[config.mk]
export PLATFORM = sky130hd
export DESIGN_NAME = seg7_scan_driver
export DESIGN_NICKNAME = d
export VERILOG_FILES = /design/src/rtl/seg7_scan_driver.sv
export SDC_FILE = /design/constraint.sdc
export NUM_CORES = 1
export LEC_CHECK = 0
export CAP_MARGIN = 20
export CORE_UTILIZATION = 67
export DETAILED_ROUTE_END_ITERATION = 12
export DONT_BUFFER_PORTS = 1
export PLACE_DENSITY = 0.87
export RECOVER_POWER = 50
export SYNTH_ARGS = -nofsm -noshare
export SYNTH_HDL_FRONTEND = slang
export SYNTH_SLANG_ARGS = --single-unit
[constraint.sdc]
create_clock -name clk -period 5.5 [get_ports clk]
set_input_delay 0.825 -clock clk [delete_from_list [all_inputs] [get_ports clk]]
set_output_delay 0.825 -clock clk [all_outputs]
set_load 0.02 [all_outputs]
[src/rtl/seg7_scan_driver.sv]
// Time-multiplexed driver for a 4-digit common-anode 7-segment display.
// A full frame of digit values is latched atomically at the start of each scan so a
// digit changing mid-scan never produces a torn image. All outputs are registered.
module seg7_scan_driver #(
  parameter int unsigned REFRESH_DIV = 100000,  // clk cycles per digit slot, 2..2^20
  parameter bit          LZ_BLANK_EN = 1'b1     // 0 = ignore blank_lz entirely
) (
  input  logic        clk,
  input  logic        rst,
  input  logic [15:0] digits,
  input  logic [3:0]  dp_in,
  input  logic        blank_lz,
  output logic [3:0]  an,
  output logic [6:0]  seg,
  output logic        dp
);

  localparam int unsigned CntW = (REFRESH_DIV > 1) ? $clog2(REFRESH_DIV) : 1;
  localparam logic [CntW-1:0] CntLast = CntW'(REFRESH_DIV - 1);

  logic [CntW-1:0] div_cnt_q, div_cnt_d;
  logic [1:0]      slot_q, slot_d;
  logic [15:0]     shadow_digits_q, shadow_digits_d;
  logic [3:0]      shadow_dp_q, shadow_dp_d;
  logic            shadow_lz_q, shadow_lz_d;
  logic [3:0]      an_q, an_d;
  logic [6:0]      seg_q, seg_d;
  logic            dp_q, dp_d;

  logic            wrap;
  logic            frame_start;
  logic [3:0]      is_zero;
  logic [3:0]      blank_mask;
  logic [3:0]      cur_digit;
  logic [6:0]      cur_seg;

  // Slot timing, frame latch, blanking and decode for the registered outputs.
  always_comb begin
    wrap        = (div_cnt_q == CntLast);
    frame_start = (div_cnt_q == '0) && (slot_q == 2'd0);

    div_cnt_d = wrap ? '0 : div_cnt_q + CntW'(1);
    slot_d    = wrap ? slot_q + 2'd1 : slot_q;

    shadow_digits_d = shadow_digits_q;
    shadow_dp_d     = shadow_dp_q;
    shadow_lz_d     = shadow_lz_q;
    if (frame_start) begin
      shadow_digits_d = digits;
      shadow_dp_d     = dp_in;
      shadow_lz_d     = blank_lz & LZ_BLANK_EN;
    end

    // Only a true 0 counts as zero; '-' (A) and blank (F) stop leading-zero blanking.
    for (int i = 0; i < 4; i++) begin
      is_zero[i] = (shadow_digits_q[4*i +: 4] == 4'h0);
    end
    blank_mask[3] = shadow_lz_q & is_zero[3];
    blank_mask[2] = shadow_lz_q & is_zero[3] & is_zero[2];
    blank_mask[1] = shadow_lz_q & is_zero[3] & is_zero[2] & is_zero[1];
    blank_mask[0] = 1'b0;

    cur_digit = shadow_digits_q[4*slot_q +: 4];
    unique case (cur_digit)
      4'h0:    cur_seg = 7'b1000000;
      4'h1:    cur_seg = 7'b1111001;
      4'h2:    cur_seg = 7'b0100100;
      4'h3:    cur_seg = 7'b0110000;
      4'h4:    cur_seg = 7'b0011001;
      4'h5:    cur_seg = 7'b0010010;
      4'h6:    cur_seg = 7'b0000010;
      4'h7:    cur_seg = 7'b1111000;
      4'h8:    cur_seg = 7'b0000000;
      4'h9:    cur_seg = 7'b0010000;
      4'hA:    cur_seg = 7'b0111111;
      4'hF:    cur_seg = 7'b1111111;
      default: cur_seg = 7'b0000110;  // B..E shown as 'E'
    endcase

    if (blank_mask[slot_q]) begin
      an_d  = 4'b1111;
      seg_d = 7'b1111111;
      dp_d  = 1'b1;
    end else begin
      an_d  = ~(4'b0001 << slot_q);
      seg_d = cur_seg;
      dp_d  = ~shadow_dp_q[slot_q];
    end
  end

  // State and output registers with synchronous reset.
  always_ff @(posedge clk) begin
    if (rst) begin
      div_cnt_q       <= '0;
      slot_q          <= 2'd0;
      shadow_digits_q <= 16'h0000;
      shadow_dp_q     <= 4'h0;
      shadow_lz_q     <= 1'b0;
      an_q            <= 4'b1111;
      seg_q           <= 7'b1111111;
      dp_q            <= 1'b1;
    end else begin
      div_cnt_q       <= div_cnt_d;
      slot_q          <= slot_d;
      shadow_digits_q <= shadow_digits_d;
      shadow_dp_q     <= shadow_dp_d;
      shadow_lz_q     <= shadow_lz_d;
      an_q            <= an_d;
      seg_q           <= seg_d;
      dp_q            <= dp_d;
    end
  end

  assign an  = an_q;
  assign seg = seg_q;
  assign dp  = dp_q;

endmodule

==> flow_summary.yaml, run 1 <==
sta:
  tightest_slew_ns: 1.69
  finClkSkew_ns: 0.00612
  maxSlewViolCount: 17
  max-slew-margin-rel_pct: -13.6
  clock.fmax_ghz: 0.361
  rsz0062_at_grt: "false"
  finalSetupTns_ns: 0
  fin_crit_sh_pct: 50.4
  post-route-min-period_ns: 2.77
  setup_violations: 0
  finalHoldViolations: 0
clocking:
  postCtsHoldBufs: 0
  clkTransAtPathRegs_ns: 0.09
  root_buffer: "clkbuf_8"
  cts_inserted_buffers: 5
  cts_buffer_depth: 2
  cts.sinks: 52
  cts_htree_levels: 2
  post_cts_resized: 0
  clk_latency_ns: 0.31
  post-cts-setup-buffer-count: 0
  cts_tree: "done"
drt:
  vias: 1974
  drc: 0
  ant_nets: 0
  drt-total-wl_mm: 4.89
  wl_per_cell_um: 15.7
  drt_iter0_drc: 129
  vias_per_cell: 6.35
  firstDrtPassIters: 4
yosys:
  synth.most_common_cell: "dfxtp_1"
  ys_ff_latch: 52
  avgSynthCellArea_sq_um: 8.98
  ys_warn_count: 0
  async_flop_share_pct: 0
  syn_area_sq_um: 2470
  syn-num-nets: 309
  ys_seq_area_share_pct: 42.2
  synth_edf_count: 0
  synth_area_leaders: "dfxtp_1 42%, nand3_1 6.7%, a21oi_1 5.7%"
  synth_flop_cell: "dfxtp_1"
  synth_top_area_share_pct: 42.2
  ys_top_cells_by_count: "52 x dfxtp_1, 33 x nand3_1, 28 x a21oi_1"
  synthCells: 275
  synth_area_leader_cell: "dfxtp_1"
  synthDistinctLibCells: 38
power_and_ir_drop:
  p_leak_uw: 0.000904
  ir_worst_vdd_uv: 204
  powerDensity_nw_per_um2: 301
floorplan:
  initial_core_util_pct: 71.7
  die_y_um: 62.7
  io_pins: 35
  die_area_sq_um: 3930
  core_area_sq_um: 3440
  row_count: 21
  die_w_um: 62.7
layout:
  drive_gt1_share_pct: 5.28
  antenna_cells: 0
  area_delta_synth_final_pct: 3.19
  nets: 298
  final_util_pct: 74.0
worst_setup_path:
  cp_slowest_cell: "o21ai_0"
  setup.worst_path.class: "flip-flop to flip-flop"
  crit_arrival_ns: 2.90
  required_ns: 5.63
  critPathMaxStageDelay_ns: 1.33
  crit_chain: "nor4_1 -> nand4bb_1 -> o21ai_0 -> nor2_1"
  crit_path_end_kind: "flip-flop"
  crit_buf_inv: 0
  startpoint_type: "flip-flop"
  cp_top_family: "compound AO/OA/AOI/OAI gates"
  crit_fanout: 16
global_route:
  antenna_found_initial: 0
  track_usage_pct: 27.0
  grt_start_max_net_pins: 26
  grt_pass1_wl_mm: 8.25
  grt_overflow: 0
  grt_pass1_vias: 1700
placed_design:
  dpl.hpwl_mm: 3.40
  place_congestion: 0.900
  portBuffers: 0
job:
  maxCapViolations: 1
hold_path:
  min-delay-path-class: "flip-flop to flip-flop"
status:
  violations: "capacitance limit, slew limit"
  status: "finished with violations"
placed cells by master (no fill, tap or decap), types with 2 or more instances in the layout:
cell / netlist / routed
dfxtp_1: 52 / 52
nand3_1: 33 / 33
a21oi_1: 28 / 28
o21ai_0: 25 / 26
nor2_1: 16 / 16
inv_1: 14 / 14
nand4_1: 11 / 11
ha_1: 11 / 11
xnor2_1: 7 / 7
nor4_1: 5 / 6
nand2_1: 6 / 6
mux2i_1: 5 / 5
xor2_1: 5 / 5
clkbuf_8: 0 / 5
mux4_1: 4 / 4
or4_1: 4 / 4
nor3_1: 4 / 4
or3_1: 4 / 4
o211ai_1: 2 / 2
o2111ai_1: 2 / 2
or2_1: 2 / 2
o31ai_1: 2 / 2
and3_1: 2 / 2
and4_1: 2 / 2
kinds of logic after synthesis:
family          Yosys count  synth area share (%)
buf+inv                  33                  6.13
simple gates             95                  21.0
compound gates           61                  13.2
fa+ha+maj                11                  5.58
xor+xnor                 12                  4.26
mux                      11                  7.65
flops                    52                  42.2
per-layer routing:
layer,global-route usage (%),share of wire [%]
met1,38.8,48
met2,39.8,45
met3,5.84,6.2
met4,9.59,1.3
met5,0,0
tightest hold or removal path, delay by kind of cell, from the launching register on:
kind,cells,cell delay (ns)
compound gates,2,0.13
flops,1,0.33
worst paths after layout:
| path | startpoint | end | slack (ns) | cells past startpoint |
|---|---|---|---|---|
| worst max-delay path | div_cnt_q[8] | div_cnt_q[8] | 2.73 | 4 |
| worst max register to register | div_cnt_q[8] | div_cnt_q[8] | 2.73 | 4 |
| worst min-delay path | shadow_dp_q[1] | shadow_dp_q[1] | 0.48 | 2 |
| worst min register to register | shadow_dp_q[1] | shadow_dp_q[1] | 0.48 | 2 |
sequential cells by signal, indices dropped and copies added (netlist names):
signal           cells
div_cnt_q           17
slot_q               2
shadow_lz_q          1
shadow_dp_q          4
an                   4
seg                  7
shadow_digits_q     16
dp                   1
metrics by stage:
step	instance area, sq um	power [uW]	hold WS [ns]	worst slack, ns	std cells
2_1_floorplan	2470	497	0.441	3.55	275
3_3_place_gp	2430	505	0.457	3.38	302
3_5_place_dp	2430	509	0.463	3.31	302
4_1_cts	2540	770	0.479	3.28	310
5_1_grt	2550	801	0.500	2.55	311
6_report	2550	766	0.484	2.73	311
where the power goes:
group | leakage (uW) | switching [uW] | internal [uW]
combinational | 0.000422 | 45.7 | 33.1
sequential | 0.000427 | 23.3 | 399
clock | 0.0000548 | 128 | 137
total | 0.000904 | 197 | 570
layout make-up:
type	instances	area (sq um)
tap	46	57.6
clock buffer	5	68.8
fill	254	895
timing repair buffer	1	11.3
inverter	14	52.6
multi-input combinational	190	1270
clock inverter	3	46.3
sequential	52	1040
Power figures use the tool's default switching activity.
==> inputs of run 2 (changes only) <==
--- a/config.mk
+++ b/config.mk
@@ -6,10 +6,10 @@
 export NUM_CORES = 1
 export LEC_CHECK = 0
 export CAP_MARGIN = 20
-export CORE_UTILIZATION = 67
+export CORE_UTILIZATION = 62
 export DETAILED_ROUTE_END_ITERATION = 12
 export DONT_BUFFER_PORTS = 1
-export PLACE_DENSITY = 0.87
+export PLACE_DENSITY = 0.82
 export RECOVER_POWER = 50
 export SYNTH_ARGS = -nofsm -noshare
 export SYNTH_HDL_FRONTEND = slang
==> constraint.sdc (replaced) <==
create_clock -name clk -period 2.6 [get_ports clk]
set_input_delay 0.39 -clock clk [delete_from_list [all_inputs] [get_ports clk]]
set_output_delay 0.39 -clock clk [all_outputs]
set_load 0.02 [all_outputs]
==> run 2 against run 1 <==
The run now ends clean. Count of clock-buffer cells in the layout unchanged. Utilization decreased by 6.3 points. Die area increased by 7.8%. Routed wire length decreased by 1.1%. Cell area decreased by 0.44%. Power increased by 100%. Final cell count increased by 1.3%. Via count decreased by 0.35%. First-iteration DRC count increased by 3.1%. Combinational power increased by 120%. Critical path type unchanged. Largest cell class unchanged. Highest routed layer unchanged.
==> flow_summary.yaml, run 2 (synthesis gave the netlist of run 1 again) <==
status:
  status: "finished, final reports clean"
layout:
  nets: 300
  antenna_cells: 0
  num-fill-cells: 334
  final_common_cell: "dfxtp_1"
  area_delta_synth_final_pct: 2.74
  final_cell_mix: "52 x dfxtp_1, 33 x nand3_1, 28 x a21oi_1"
  final_cell_area_sq_um: 2540
  drive_gt1_share_pct: 5.62
  ff_latch_area_sq_um: 1040
  largest_reg_flops: 17
  max_flop_register: "div_cnt_q"
  multiInputGateArea_sq_um: 1270
worst_setup_path:
  cp_slowest_cell: "mux4_1"
  setup.worst_path.class: "flip-flop to flip-flop"
  crit_buf_inv: 2
  startpoint_type: "flip-flop"
  crit_fanout: 10
  crit_chain: "mux4_1 -> inv_1 -> ha_1 -> inv_1 -> mux2i_1 -> mux2i_1 -> nand3_1"
  crit_path_end_kind: "flip-flop"
  required_ns: 2.76
  critPathMaxStageDelay_ns: 0.71
  cp_top_family: "multiplexers"
  crit_arrival_ns: 2.39
sta:
  finalHoldViolations: 0
  maxSlewViolCount: 0
  finClkSkew_ns: 0.00759
  max-slew-margin-rel_pct: 38.4
  setup_violations: 0
  tightest_slew_ns: 0.920
  finalSetupTns_ns: 0
  clock.fmax_ghz: 0.448
  post-route-min-period_ns: 2.23
  rsz0062_at_grt: "false"
  holdWs_ns: 0.134
  fin_crit_sh_pct: 85.8
clocking:
  root_buffer: "clkbuf_8"
  post-cts-setup-buffer-count: 0
  post_cts_resized: 0
  clk_latency_ns: 0.31
  clkTransAtPathRegs_ns: 0.10
  cts_htree_levels: 2
  cts_buffer_depth: 2
  cts_tree: "done"
  cts_inserted_buffers: 5
  postCtsHoldBufs: 0
  cts.sinks: 52
floorplan:
  io_pins: 35
  die_y_um: 65.1
  initial_core_util_pct: 65.9
  die_w_um: 65.1
  core_area_sq_um: 3740
  die_area_sq_um: 4240
  row_count: 22
drt:
  ant_nets: 0
  wl_per_cell_um: 15.3
  drt_iter0_drc: 133
  vias_per_cell: 6.24
  firstDrtPassIters: 4
  drt-total-wl_mm: 4.83
  vias: 1967
  drc: 0
hold_path:
  min-delay-path-class: "input pin to flip-flop"
global_route:
  track_usage_pct: 24.9
  grt_pass1_vias: 1677
  grt_overflow: 0
  antenna_found_initial: 0
  grt_pass1_wl_mm: 8.05
  grt_start_max_net_pins: 26
placed_design:
  dpl-instance-area_sq_um: 2450
  portBuffers: 0
  place_congestion: 0.851
  dpl.hpwl_mm: 3.44
job:
  maxCapViolations: 0
power_and_ir_drop:
  power_uw: 1540
  ir_worst_vdd_uv: 501
  p_leak_uw: 0.000898
  powerDensity_nw_per_um2: 609
## run 2: cell types whose count changed in the layout (fill, tap and decap cells not counted), sizes merged
cell    delta
clkbuf     +1
buf        +1
bufinv     -1
inv        +1
## run 2: cell type report
| type | instances | area share, % |
|---|---|---|
| flip-flops and latches | 52 | 41.0 |
| clock buffers | 5 | 2.71 |
| repair buffers | 3 | 0.740 |
| well taps | 48 | 2.37 |
| multi-input cells | 190 | 50.1 |
| inverters | 14 | 2.07 |
| clock inverters | 3 | 0.987 |
## run 2: worst paths after layout
| check | start | cells past startpoint | to | slack [ns] |
|---|---|---|---|---|
| setup / recovery | slot_q[0] | 7 | seg[4] | 0.37 |
| hold / removal | rst | 1 | shadow_dp_q[1] | 0.13 |
| setup reg to reg | slot_q[0] | 7 | seg[4] | 0.37 |
| hold reg to reg | shadow_dp_q[2] | 2 | shadow_dp_q[2] | 0.48 |
## run 2: metrics by stage
stage | setup slack [ns] | cells | utilization (%)
after floorplan | 0.646 | 275 | -
after global placement | 0.462 | 307 | 65.5
after detailed placement | 0.378 | 307 | 65.5
after CTS | 0.367 | 315 | 68.0
after global routing | 0.188 | 315 | 67.7
final | 0.369 | 315 | 67.7
## run 2: power by group
group	internal, uW	switching [uW]	total [uW]
combinational	73.1	97.3	170
sequential	845	49.2	894
clock	197	282	479
## run 2: metal layers
metal  GRT usage, %  part of all wire, %
met5              0                    0
met4           6.52                 0.52
met3           5.90                  5.4
met2           37.0                   45
met1           36.1                   49
==> inputs of run 3 (changes only) <==
--- a/config.mk
+++ b/config.mk
@@ -9,6 +9,7 @@
 export CORE_UTILIZATION = 62
 export DETAILED_ROUTE_END_ITERATION = 12
 export DONT_BUFFER_PORTS = 1
+export GPL_TIMING_DRIVEN = 1
 export PLACE_DENSITY = 0.82
 export RECOVER_POWER = 50
 export SYNTH_ARGS = -nofsm -noshare
==> results of run 3 <==
Same layout as run 2: the final DEF is identical, and so are final timing and power.
